## config.mk

```make
export PLATFORM = sky130hd
export DESIGN_NAME = pll_lock_sequencer
export DESIGN_NICKNAME = d
export VERILOG_FILES = /design/src/rtl/pll_lock_sequencer.sv
export SDC_FILE = /design/constraint.sdc
export NUM_CORES = 1
export LEC_CHECK = 0
export ABC_AREA = 1
export BUFFER_PORTS_ARGS = -buffer_cell sky130_fd_sc_hd__buf_2
export CAP_MARGIN = 20
export CORE_UTILIZATION = 55
export DETAILED_ROUTE_END_ITERATION = 16
export PLACE_DENSITY = 0.8
export SYNTH_ARGS = -nofsm -noshare
export SYNTH_HDL_FRONTEND = slang
export SYNTH_SLANG_ARGS = --single-unit
```

## constraint.sdc

```tcl
create_clock -name clkin -period 2.7 [get_ports clkin]
set_input_delay 0.405 -clock clkin [delete_from_list [all_inputs] [get_ports clkin]]
set_output_delay 0.405 -clock clkin [all_outputs]
set_load 0.01 [all_outputs]
```

## src/rtl/pll_lock_sequencer.sv

```systemverilog
// pll_lock_sequencer
//   Brings up the PLLVR: holds the PLL in reset, waits for LOCK, qualifies it
//   for a run of consecutive cycles, then releases the downstream system
//   reset. A lock timeout retries the reset sequence a bounded number of
//   times before latching a sticky fault. While running, dynamic phase-shift
//   requests drive PSDA, with DUTYDA tracking half a period behind for 50% duty.
//
// Ports
//   clkin        27 MHz reference (the PLL input clock)
//   rstn         asynchronous active-low reset
//   pll_lock     PLL LOCK, asynchronous, synchronized internally
//   pll_reset    PLL RESET
//   pll_reset_p  PLL RESET_P
//   psda         PLL PSDA phase step
//   dutyda       PLL DUTYDA, (psda + 8) mod 16
//   phase_req    level request, held until phase_ack
//   phase_val    requested phase step, sampled on acceptance
//   phase_ack    one-cycle acknowledge once the new phase has settled
//   sys_rst_n    active-low reset for the PLL output domain (consumer syncs)
//   locked       qualified lock status
//   fault        sticky lock failure, cleared only by rstn
//   retry_cnt    timeouts in the current sequence, saturating
//
// Build option
//   PLL_AUTO_RELOCK_EN  when defined, a lock loss while running restarts the
//                       full reset/lock sequence; otherwise it is a fault.

module pll_lock_sequencer #(
  parameter int RST_CYCLES   = 32,     // >= 2
  parameter int LOCK_STABLE  = 256,    // >= 2
  parameter int LOCK_TIMEOUT = 65535,
  parameter int MAX_RETRY    = 3,
  parameter int PSDA_SETTLE  = 16
) (
  input  logic       clkin,
  input  logic       rstn,
  input  logic       pll_lock,
  output logic       pll_reset,
  output logic       pll_reset_p,
  output logic [3:0] psda,
  output logic [3:0] dutyda,
  input  logic       phase_req,
  input  logic [3:0] phase_val,
  output logic       phase_ack,
  output logic       sys_rst_n,
  output logic       locked,
  output logic       fault,
  output logic [1:0] retry_cnt
);

  localparam int MAX_A   = (RST_CYCLES > LOCK_STABLE) ? RST_CYCLES : LOCK_STABLE;
  localparam int MAX_B   = (LOCK_TIMEOUT > PSDA_SETTLE) ? LOCK_TIMEOUT : PSDA_SETTLE;
  localparam int CNT_MAX = (MAX_A > MAX_B) ? MAX_A : MAX_B;
  localparam int CW      = $clog2(CNT_MAX);

  localparam logic [CW-1:0] RST_LAST = CW'(RST_CYCLES - 1);
  localparam logic [CW-1:0] TMO_LAST = CW'(LOCK_TIMEOUT - 1);
  // The WAIT_LOCK cycle that first sees lock_s=1 is the first qualified
  // cycle, so STABLE itself only has to cover LOCK_STABLE-1 more.
  localparam logic [CW-1:0] STB_LAST = CW'(LOCK_STABLE - 2);
  localparam logic [CW-1:0] SET_LAST = CW'(PSDA_SETTLE - 1);
  localparam logic [1:0]    MAX_R    = (MAX_RETRY > 3) ? 2'd3 : 2'(MAX_RETRY);

  typedef enum logic [2:0] {
    S_RESET,
    S_WAIT_LOCK,
    S_STABLE,
    S_RUN,
    S_PHASE,
    S_FAULT
  } state_t;

`ifdef PLL_AUTO_RELOCK_EN
  localparam state_t LOSS_STATE = S_RESET;
`else
  localparam state_t LOSS_STATE = S_FAULT;
`endif

  state_t        state, state_n;
  logic [CW-1:0] cnt, cnt_n;
  logic [1:0]    retry_n;
  logic [3:0]    psda_n, dutyda_n;
  logic          ack_n;
  logic          lock_m, lock_s;

  // Two-flop synchronizer for the asynchronous PLL LOCK.
  always_ff @(posedge clkin or negedge rstn) begin
    if (!rstn) begin
      lock_m <= 1'b0;
      lock_s <= 1'b0;
    end else begin
      lock_m <= pll_lock;
      lock_s <= lock_m;
    end
  end

  always_comb begin
    state_n  = state;
    retry_n  = retry_cnt;
    psda_n   = psda;
    dutyda_n = dutyda;
    ack_n    = 1'b0;
    case (state)
      S_RESET: begin
        if (cnt == RST_LAST) state_n = S_WAIT_LOCK;
      end
      S_WAIT_LOCK: begin
        if (lock_s) begin
          state_n = S_STABLE;
        end else if (cnt == TMO_LAST) begin
          if (retry_cnt == MAX_R) begin
            state_n = S_FAULT;
          end else begin
            state_n = S_RESET;
            if (retry_cnt != 2'd3) retry_n = retry_cnt + 2'd1;
          end
        end
      end
      S_STABLE: begin
        // A dropout goes back to waiting with a fresh timeout; it is not
        // counted as a retry.
        if (!lock_s) begin
          state_n = S_WAIT_LOCK;
        end else if (cnt == STB_LAST) begin
          state_n = S_RUN;
          retry_n = '0;
        end
      end
      S_RUN: begin
        // Lock loss takes priority over a coincident phase request.
        if (!lock_s) begin
          state_n = LOSS_STATE;
          retry_n = '0;
        end else if (phase_req && !phase_ack) begin
          psda_n   = phase_val;
          dutyda_n = phase_val + 4'd8;
          state_n  = S_PHASE;
        end
      end
      S_PHASE: begin
        // An in-flight request is dropped silently on lock loss.
        if (!lock_s) begin
          state_n = LOSS_STATE;
          retry_n = '0;
        end else if (cnt == SET_LAST) begin
          ack_n   = 1'b1;
          state_n = S_RUN;
        end
      end
      S_FAULT: begin
        state_n = S_FAULT;
      end
      default: begin
        state_n = S_FAULT;
      end
    endcase
  end

  // Counter clears on any state change; only counting states advance it.
  always_comb begin
    cnt_n = '0;
    if (state_n == state &&
        (state == S_RESET || state == S_WAIT_LOCK ||
         state == S_STABLE || state == S_PHASE))
      cnt_n = cnt + CW'(1);
  end

  // Outputs are registered from the next state so they change on the entry
  // edge of the state that owns them.
  always_ff @(posedge clkin or negedge rstn) begin
    if (!rstn) begin
      state       <= S_RESET;
      cnt         <= '0;
      pll_reset   <= 1'b1;
      pll_reset_p <= 1'b1;
      psda        <= 4'd0;
      dutyda      <= 4'd8;
      sys_rst_n   <= 1'b0;
      locked      <= 1'b0;
      fault       <= 1'b0;
      phase_ack   <= 1'b0;
      retry_cnt   <= 2'd0;
    end else begin
      state       <= state_n;
      cnt         <= cnt_n;
      psda        <= psda_n;
      dutyda      <= dutyda_n;
      phase_ack   <= ack_n;
      retry_cnt   <= retry_n;
      pll_reset   <= (state_n == S_RESET) || (state_n == S_FAULT);
      pll_reset_p <= (state_n == S_RESET) || (state_n == S_FAULT);
      sys_rst_n   <= (state_n == S_RUN) || (state_n == S_PHASE);
      locked      <= (state_n == S_RUN) || (state_n == S_PHASE);
      fault       <= (state_n == S_FAULT);
    end
  end

endmodule

```

### After elaboration in Yosys (flattened, before gate mapping)

Index checks and enable logic that the tools add are counted.
Widths: inputs -> output; s select.

* register bits after elaboration: 35
* output and inout bits: 16
* input bits: 8
* word-level logic and storage cells: 72

* equal/unequal tests: 21
* mux-type cells: 23
* reduce and logical (&&, ||, !) cells: 14
* add/subtract/negate cells: 3

Operators with widths (count)
* $mux 3: 10
* $add 16x1->16 const B: 1
* $eq 16x16->1 const B: 1
* $eq 16x4->1 const B: 1
* $eq 16x5->1 const B: 1
* $eq 16x8->1 const B: 1
* $mux 16: 1
* $ne 2x2->1 const B: 8
* $pmux 3 s5: 1
* $mux 2: 7
* $eq 3x2->1 const B: 3
* $eq 3x3->1 const B: 3
* $reduce_and 8->1: 1
* $logic_not 3->1: 2
* $pmux 2 s3: 1
* $logic_or 1x1->1: 5
* $add 4x4->4 const B: 1
* $eq 3x1->1 const B: 1
* $eq 3x3->1: 1
* $mux 1: 3
* $reduce_and 3->1: 1
* $reduce_bool 3->1: 1
* $add 2x1->2 const B: 1
* $eq 2x2->1 const B: 1
* 3 further kinds: 4

### Logic depth before layout (Yosys ltp)

Gate-level depths: netlist (run 1).

* depth in word-level cells: 8
* mapped depth: 13

### Worst setup path before layout (run 1)

Ideal clock, no wire load.

* kind: register to register
* start: register cnt[0]
* end: register cnt[5]
* data required time: 2.620 ns
* slack: 1.003 ns
* clock period less this slack: 1.697 ns
* path buffers: 1
* arrival: 1.616 ns
* setup time: 0.080 ns
* cell stages (with the launch flop): 11
* path through: dfrtp_1 > ha_1 > nand3_1 > nor2_1 > nand4_1 > nand3_1 > o21ai_1 > nor2_8 > nand2_4 > buf_6 > nor3_2

* word-level cells in the longest chain between the ends: 7
* elaborated cells between the ends (all ways): 16
* those cells by class: add/sub: 1; eq/ne: 5; mux: 9; reduce/logical: 1

Ends and longest elaborated chain
* start, declared: RTL line 80 `logic [CW-1:0] cnt, cnt_n;`
* start signal, assigned: RTL line 185 `cnt <= cnt_n;`
* $eq 16x4->1 (tied with other cells): RTL line 145 `end else if (cnt == SET_LAST) begin`
* $mux 3 (on tied branches): RTL line 145, 110, 124
* $mux 3 (on tied branches): RTL line 142, 108, 122
* $pmux 3 s5: RTL line 103 `case (state)`
* $eq 3x3->1: RTL line 162 `if (state_n == state &&`
* $logic_and 1x1->1: RTL line 162
* $mux 16 (*): RTL line 162
* named net cnt_n[5]: RTL line 80

Mark *: on every way through the listed nets, which the timed path passes. The rest lies on a longest branch.
A chain may end at the register's enable or synchronous reset.

### Worst setup path after layout (run 1)

* start: register cnt[0]
* end: register cnt[0]

* word-level cells in the longest chain between the ends: 7
* elaborated cells between the ends (all ways): 16
* those cells by class: add/sub: 1; eq/ne: 5; mux: 9; reduce/logical: 1

Ends and longest elaborated chain
* $eq 16x4->1 (tied with other cells): RTL line 145
* $mux 3 (on tied branches): RTL line 145, 110, 124
* $mux 3 (on tied branches): RTL line 142, 108, 122
* $pmux 3 s5 (*): RTL line 103
* named net state_n[1]: RTL line 79 `state_t state, state_n;`
* $eq 3x3->1 (*): RTL line 162
* $logic_and 1x1->1 (*): RTL line 162
* $mux 16 (*): RTL line 162
* named net cnt_n[0]: RTL line 80

Marks and branches as above.

==> results of run 1 <==
[through the flow]
| step | util [%] | instances | area, um^2 | worst slack [ns] | power (mW) |
|---|---|---|---|---|---|
| 6_report | 64.1 | 281 | 2000 | 0.695 | 0.802 |
| 5_1_grt | 64.1 | 281 | 2000 | 0.473 | 0.842 |
| 4_1_cts | 64.1 | 281 | 2000 | 0.680 | 0.816 |
| 3_5_place_dp | 62.6 | 274 | 1960 | 0.700 | 0.561 |
| 3_3_place_gp | 62.6 | 274 | 1960 | 0.822 | 0.559 |
| 2_1_floorplan | - | 215 | 1860 | 1.00 | 0.532 |
[layout make-up]
cell class | count | area, um^2
clock inverters | 1 | 5.00
fillers | 276 | 1120
flip-flops and latches | 32 | 803
repair buffers | 23 | 115
well taps | 44 | 55.1
inverters | 18 | 81.3
multi-input cells | 157 | 903
clock buffers | 6 | 41.3
[worst paths after layout]
path                          start      end  slack, ns  cells past startpoint
setup reg to reg             cnt[0]   cnt[0]       0.70                      8
hold / removal                 rstn  psda[0]       0.09                      1
hold reg to reg              lock_m   lock_s       0.36                      0
max in group asynchronous      rstn   cnt[1]       2.16                      1
min in group clkin         pll_lock   lock_m       0.17                      1
setup / recovery             cnt[0]   cnt[0]       0.70                      8
[state kept, by name (all words and copies together) (netlist names)]
| signal | flops |
|---|---|
| cnt | 16 |
| lock_m | 1 |
| retry_cnt | 2 |
| locked | 1 |
| phase_ack | 1 |
| dutyda | 1 |
| state | 3 |
| lock_s | 1 |
| pll_reset_p | 1 |
| psda | 4 |
| fault | 1 |
[cells in the final DEF, fill, tap and decap left out, drive strengths merged]
master	Yosys	routed
nand3	11	11
clkinv	0	1
clkbuf	0	6
a21o	1	1
o211ai	1	1
nor2	30	30
dfstp	2	2
xor2	9	9
dfrtp	30	30
nor3	22	22
ha	3	3
buf	8	23
a21oi	6	6
nand2	54	54
inv	17	17
nand4	7	7
bufinv	1	1
xnor2	5	5
o21ai	8	8
[logic make-up (layout without fill, tap and decap cells)]
family	count (synthesis)	after routing
AND/OR/NAND/NOR	124	124
AO/OA/AOI/OAI	16	16
buffers and inverters	26	48
adder cells (fa/ha/maj)	3	3
flip-flops	32	32
XOR/XNOR	14	14
[layer usage]
layer / track usage (%) / up-vias / share of wire, %
met1: 24.5 / 618 / 49
met4: 11.3 / 0 / 2.2
met3: 4.55 / 7 / 4.0
li1: - / 742 / -
met5: 0 / - / 0
met2: 33.6 / 34 / 45
[power breakdown]
part / leakage [nW] / internal, mW / total, mW / switching (mW)
Combinational: 0.464 / 0.0221 / 0.0518 / 0.0297
Clock: 0.0281 / 0.0957 / 0.252 / 0.156
Sequential: 0.416 / 0.490 / 0.499 / 0.00891
Total: 0.908 / 0.607 / 0.802 / 0.195
==> results.ini, run 1 <==
[run_status]
status = finished, final reports clean

[placed_design]
gp_congestion = 0.884
dp_hpwl_mm = 2.29
io_buffers = 23

[setup_path]
critical_path_required_ns = 2.95
crit_chain = ha_1 > nand3_1 > nor2_1 > nand4_1 > nand2_1 > a21oi_1 > nand2_2 > nor3_1
crit_family = simple AND/OR/NAND/NOR gates
critPathLaunchType = register
slowest_stage = dfrtp_1
critPathBufInv = 0
cp_max_fo = 16
cp.arrival_ns = 2.25
worstSetupEndpointType = register
critPathKind = register to register
critPathMaxStageDelay_ns = 0.42

[pwr]
vdd_drop_max_uv = 243
p_leak_nw = 0.908
power-per-cell-area_nw_per_um2 = 400

[timing]
worstMarginPinSlew_ns = 0.682
slew_violations = 0
skew_ns = 0.0112
timing.setup.tns_ns = 0
layout_min_cycle_time_ns = 2.00
finalCritPeriodShare_pct = 74.2
fmax_mhz = 499
whs_ns = 0.0938
relSlewSlack_pct = 54.6
setup_viol_count_final = 0
hold_viol_final = 0
rsz0062_at_grt = false

[detailed_routing]
wl_mm = 3.18
drc = 0
drtAntennaViolNets = 0
wl_per_cell_um = 11.3
drt_first_pass_iters = 4
drtIter0Drc = 51
via_count = 1401
vias_per_cell = 4.99

[yosys]
synthSimpleGateAreaFrac_pct = 35.4
synthMuxAreaShare_pct = 0
ys_top_cells_by_count = nand2_1 (46), dfrtp_1 (30), nor2_1 (25), inv_1 (15)
synth_area_leaders = dfrtp_1 (40%), nand2_1 (9.3%), nor3_2 (5.9%)
yosysMostFrequentCell = nand2_1
synth_seq_cells = 32
synth_cell_type_count = 29
yosysTopAreaCellShare_pct = 40.4
ys_seq_area_share_pct = 43.2
synth_fa_ha_area_share_pct = 2.02
ys.flop_type = dfrtp_1
synth_nets = 226
synth_top_cell_by_area = dfrtp_1
synth_top_family_by_area = simple AND/OR/NAND/NOR gates
synth_edf_count = 0
synth-compound-area-share_pct = 4.58
yosys_warnings = 0
syn_area_um2 = 1860
synthCells = 215
synthXorXnorAreaFrac_pct = 6.59
async_reset_ff_share_pct = 100
avgSynthCellArea_um2 = 8.65

[clocking]
cts_resized = 0
numCtsBuffers = 5
cts_setup_buffers = 0
hold_buffers = 0
clockBufferDepth = 2
clk_latency_ns = 0.34
cts_max_level = 2
clock_sinks = 32
clk_pin_slew_worst_paths_ns = 0.10
cts_tree = yes
cts_root_buf = clkbuf_4

[global_routing]
grt_pass1_wl_mm = 5.34
grt_use_total_pct = 20.4
antenna_found_initial = 0
grt_pass1_vias = 1263
grt_start_max_net_pins = 33
grt_overflow_total = 0

[floorplan]
io_pins = 24
rows = 20
die_x_um = 60.1
die-area_um2 = 3620
core_um2 = 3130
start_util_pct = 59.4
die_h_um = 60.1

[flow_run]
cap_violations = 0

[finish]
nets = 248
antenna_cells = 0
drive_above_1_share_pct = 25.3
areaGrowthSynthToFinish_pct = 7.81

[worst_hold_path]
hp-class = input port to async pin

Note: power is estimated with default switching activity, not from simulation.
==> run 2: changes to the inputs <==
--- a/config.mk
+++ b/config.mk
@@ -5,12 +5,12 @@
 export SDC_FILE = /design/constraint.sdc
 export NUM_CORES = 1
 export LEC_CHECK = 0
-export ABC_AREA = 1
+export ABC_AREA = 0
 export BUFFER_PORTS_ARGS = -buffer_cell sky130_fd_sc_hd__buf_2
 export CAP_MARGIN = 20
 export CORE_UTILIZATION = 55
 export DETAILED_ROUTE_END_ITERATION = 16
-export PLACE_DENSITY = 0.8
+export PLACE_DENSITY = 0.81
 export SYNTH_ARGS = -nofsm -noshare
 export SYNTH_HDL_FRONTEND = slang
 export SYNTH_SLANG_ARGS = --single-unit
==> constraint.sdc (replaced) <==
create_clock -name clkin -period 2 [get_ports clkin]
set_input_delay 0.3 -clock clkin [delete_from_list [all_inputs] [get_ports clkin]]
set_output_delay 0.3 -clock clkin [all_outputs]
set_load 0.01 [all_outputs]
==> results.ini, run 2 <==
[run_status]
status = finished with violations
violations = negative setup slack

[yosys]
ys_seq_area_share_pct = 45.3
ys_top_cells_by_count = dfrtp_1 (30), a21oi_1 (20), nand2_1 (15), inv_1 (8), xnor2_1 (8)
synth_nets = 180
avgSynthCellArea_um2 = 10.5
synth_seq_cells = 32
synth_top_cell_by_area = dfrtp_1
async_reset_ff_share_pct = 100
yosys_warnings = 0
synth_edf_count = 0
syn_area_um2 = 1770
synth_area_leaders = dfrtp_1 (42%), a21oi_1 (5.6%), xnor2_1 (4.0%)
synth_cell_type_count = 45
yosysMostFrequentCell = dfrtp_1
yosysTopAreaCellShare_pct = 42.4
ys.flop_type = dfrtp_1
synthCells = 169

[placed_design]
gp_congestion = 0.891
io_buffers = 23
place_ws_ns = -0.142
dp_hpwl_mm = 2.89
dp.cells = 251

[global_routing]
grt_start_max_net_pins = 33
antenna_found_initial = 0
grt_pass1_wl_mm = 6.38
grt_use_total_pct = 25.2
grt_overflow_total = 0
grt_pass1_vias = 1417

[clocking]
cts_max_level = 2
clk_latency_ns = 0.33
clock_sinks = 32
clockBufferDepth = 2
numCtsBuffers = 5
clk_pin_slew_worst_paths_ns = 0.09
cts_tree = yes
cts_root_buf = clkbuf_4
hold_buffers = 0

[finish]
nets = 226
stdcell_count = 260
top_regs = cnt x16, psda x4, state x3
layout_common_cells = dfrtp_1 (29), buf_4 (26), buf_2 (23)
areaGrowthSynthToFinish_pct = 24.4
top_register = cnt
drive_above_1_share_pct = 40.7
antenna_cells = 0
largest_reg_flops = 16
layout_commonest_cell = dfrtp_1

[detailed_routing]
vias_per_cell = 5.75
wl_per_cell_um = 16.1
via_count = 1494
drc = 0
wl_mm = 4.18
drtIter0Drc = 120
drt_first_pass_iters = 4
drtAntennaViolNets = 0

[pwr]
clockPowerShare_pct = 41.1
comb_power_share_pct = 2.1
p_leak_nw = 0.984
p_int_mw = 0.918
power_frac_seq_pct = 56.8
vdd_drop_max_uv = 563
switching_power_mw = 0.231
netSwitchingFraction_pct = 20.1
power-per-cell-area_nw_per_um2 = 521

[worst_hold_path]
hp-class = input port to async pin

[timing]
rsz0062_at_grt = true
fmax_mhz = 471
hold_viol_final = 0
skew_ns = 0.00531
setup_slack_ns = -0.123
worstMarginPinSlew_ns = 0.705
setup_viol_count_final = 18
layout_min_cycle_time_ns = 2.12
relSlewSlack_pct = 53.0
finalCritPeriodShare_pct = 106
slew_violations = 0

[floorplan]
rows = 20
die_h_um = 58.8
start_util_pct = 58.0
die_x_um = 58.8
io_pins = 24
core_um2 = 3050
die-area_um2 = 3450

[setup_path]
worstSetupEndpointType = register
crit_chain = or3_1 > or4_4 > nor4_4 > or4b_4 > a21oi_1
critical_path_required_ns = 2.21
critPathBufInv = 0
cp.arrival_ns = 2.33
critPathKind = register to register
crit_family = simple AND/OR/NAND/NOR gates
reg2reg_from = cnt[5]
cp_max_fo = 8
critPathMaxStageDelay_ns = 0.54
critPathLaunchType = register
slowest_stage = or4_4
crit_start = cnt[5]

[flow_run]
cap_violations = 0

[run 2: cell count changes in the layout (fill, tap and decap cells not counted), moves of 6 or more]
cell	before	now
nor3_2	11	0
nor2_1	25	6
nor3_1	11	5
nand2_1	46	15
buf_4	0	26
inv_1	15	8
nand2_2	6	0
a21oi_1	6	15
[run 2: power by group through the flow]
stage               combinational [mW]  sequential (mW)  clock [mW]
floorplan                      0.00498            0.664           0
global placement                0.0238            0.664           0
detailed placement              0.0252            0.665           0
CTS                             0.0256            0.652       0.482
global route                    0.0280            0.653       0.510
finish                          0.0247            0.653       0.472
[run 2: final cells by class]
cell class	count	area, um^2
Multi-Input combinational cell	119	928
Timing Repair Buffer	49	310
Clock buffer	6	41.3
Fill cell	229	848
Clock inverter	2	35.0
Inverter	8	30.0
Tap cell	44	55.1
Sequential cell	32	805
[run 2: repair_timing]
item,CTS,global route
pin swaps,6,2
gates resized for setup,9,8
cloned,0,1
setup endpoints to repair,19,19
buffers inserted,1,1
[run 2: worst paths after layout]
kind                                end  slack [ns]  cells after the start
max                              cnt[7]       -0.12                      5
min                        retry_cnt[1]        0.01                      1
max reg2reg                      cnt[7]       -0.12                      5
min reg2reg                      lock_s        0.37                      0
max in group asynchronous        cnt[1]        1.49                      1
min in group clkin               lock_m        0.07                      1
[run 2: metal layers]
metal	part of all wire (%)	global-route usage, %
met1	39	30.6
met2	52	41.1
met3	6.6	7.47
met4	2.1	11.6
met5	0	0
[run 2: kinds of logic after synthesis]
kind of cell | count (synthesis) | share of synthesized area, %
adder cells (fa/ha/maj) | 3 | 2.12
buffers and inverters | 19 | 8.12
AND/OR/NAND/NOR | 62 | 21.5
AO/OA/AOI/OAI | 30 | 10.7
XOR/XNOR | 15 | 7.42
flip-flops | 32 | 45.3
multiplexers | 8 | 4.87
[run 2: per-stage QoR]
step	setup TNS (ns)	hold WS (ns)	total power, mW	utilization (%)	area [um^2]
2_1_floorplan	-0.306	0.00441	0.669	-	1780
3_5_place_dp	-1.44	0.352	0.690	67.1	2050
4_1_cts	-0.552	0.0295	1.16	70.7	2160
5_1_grt	-2.60	0.0390	1.19	72.2	2200
3_3_place_gp	-0.0333	0.334	0.688	67.1	2050
6_report	-1.58	0.0121	1.15	72.2	2200
[run 2: worst reg2reg max path: stages, from the launching register on]
cell and delay [ns]:
dfrtp_1 0.38, or3_1 0.38, or4_4 0.54, nor4_4 0.33, or4b_4 0.29, a21oi_1 0.09
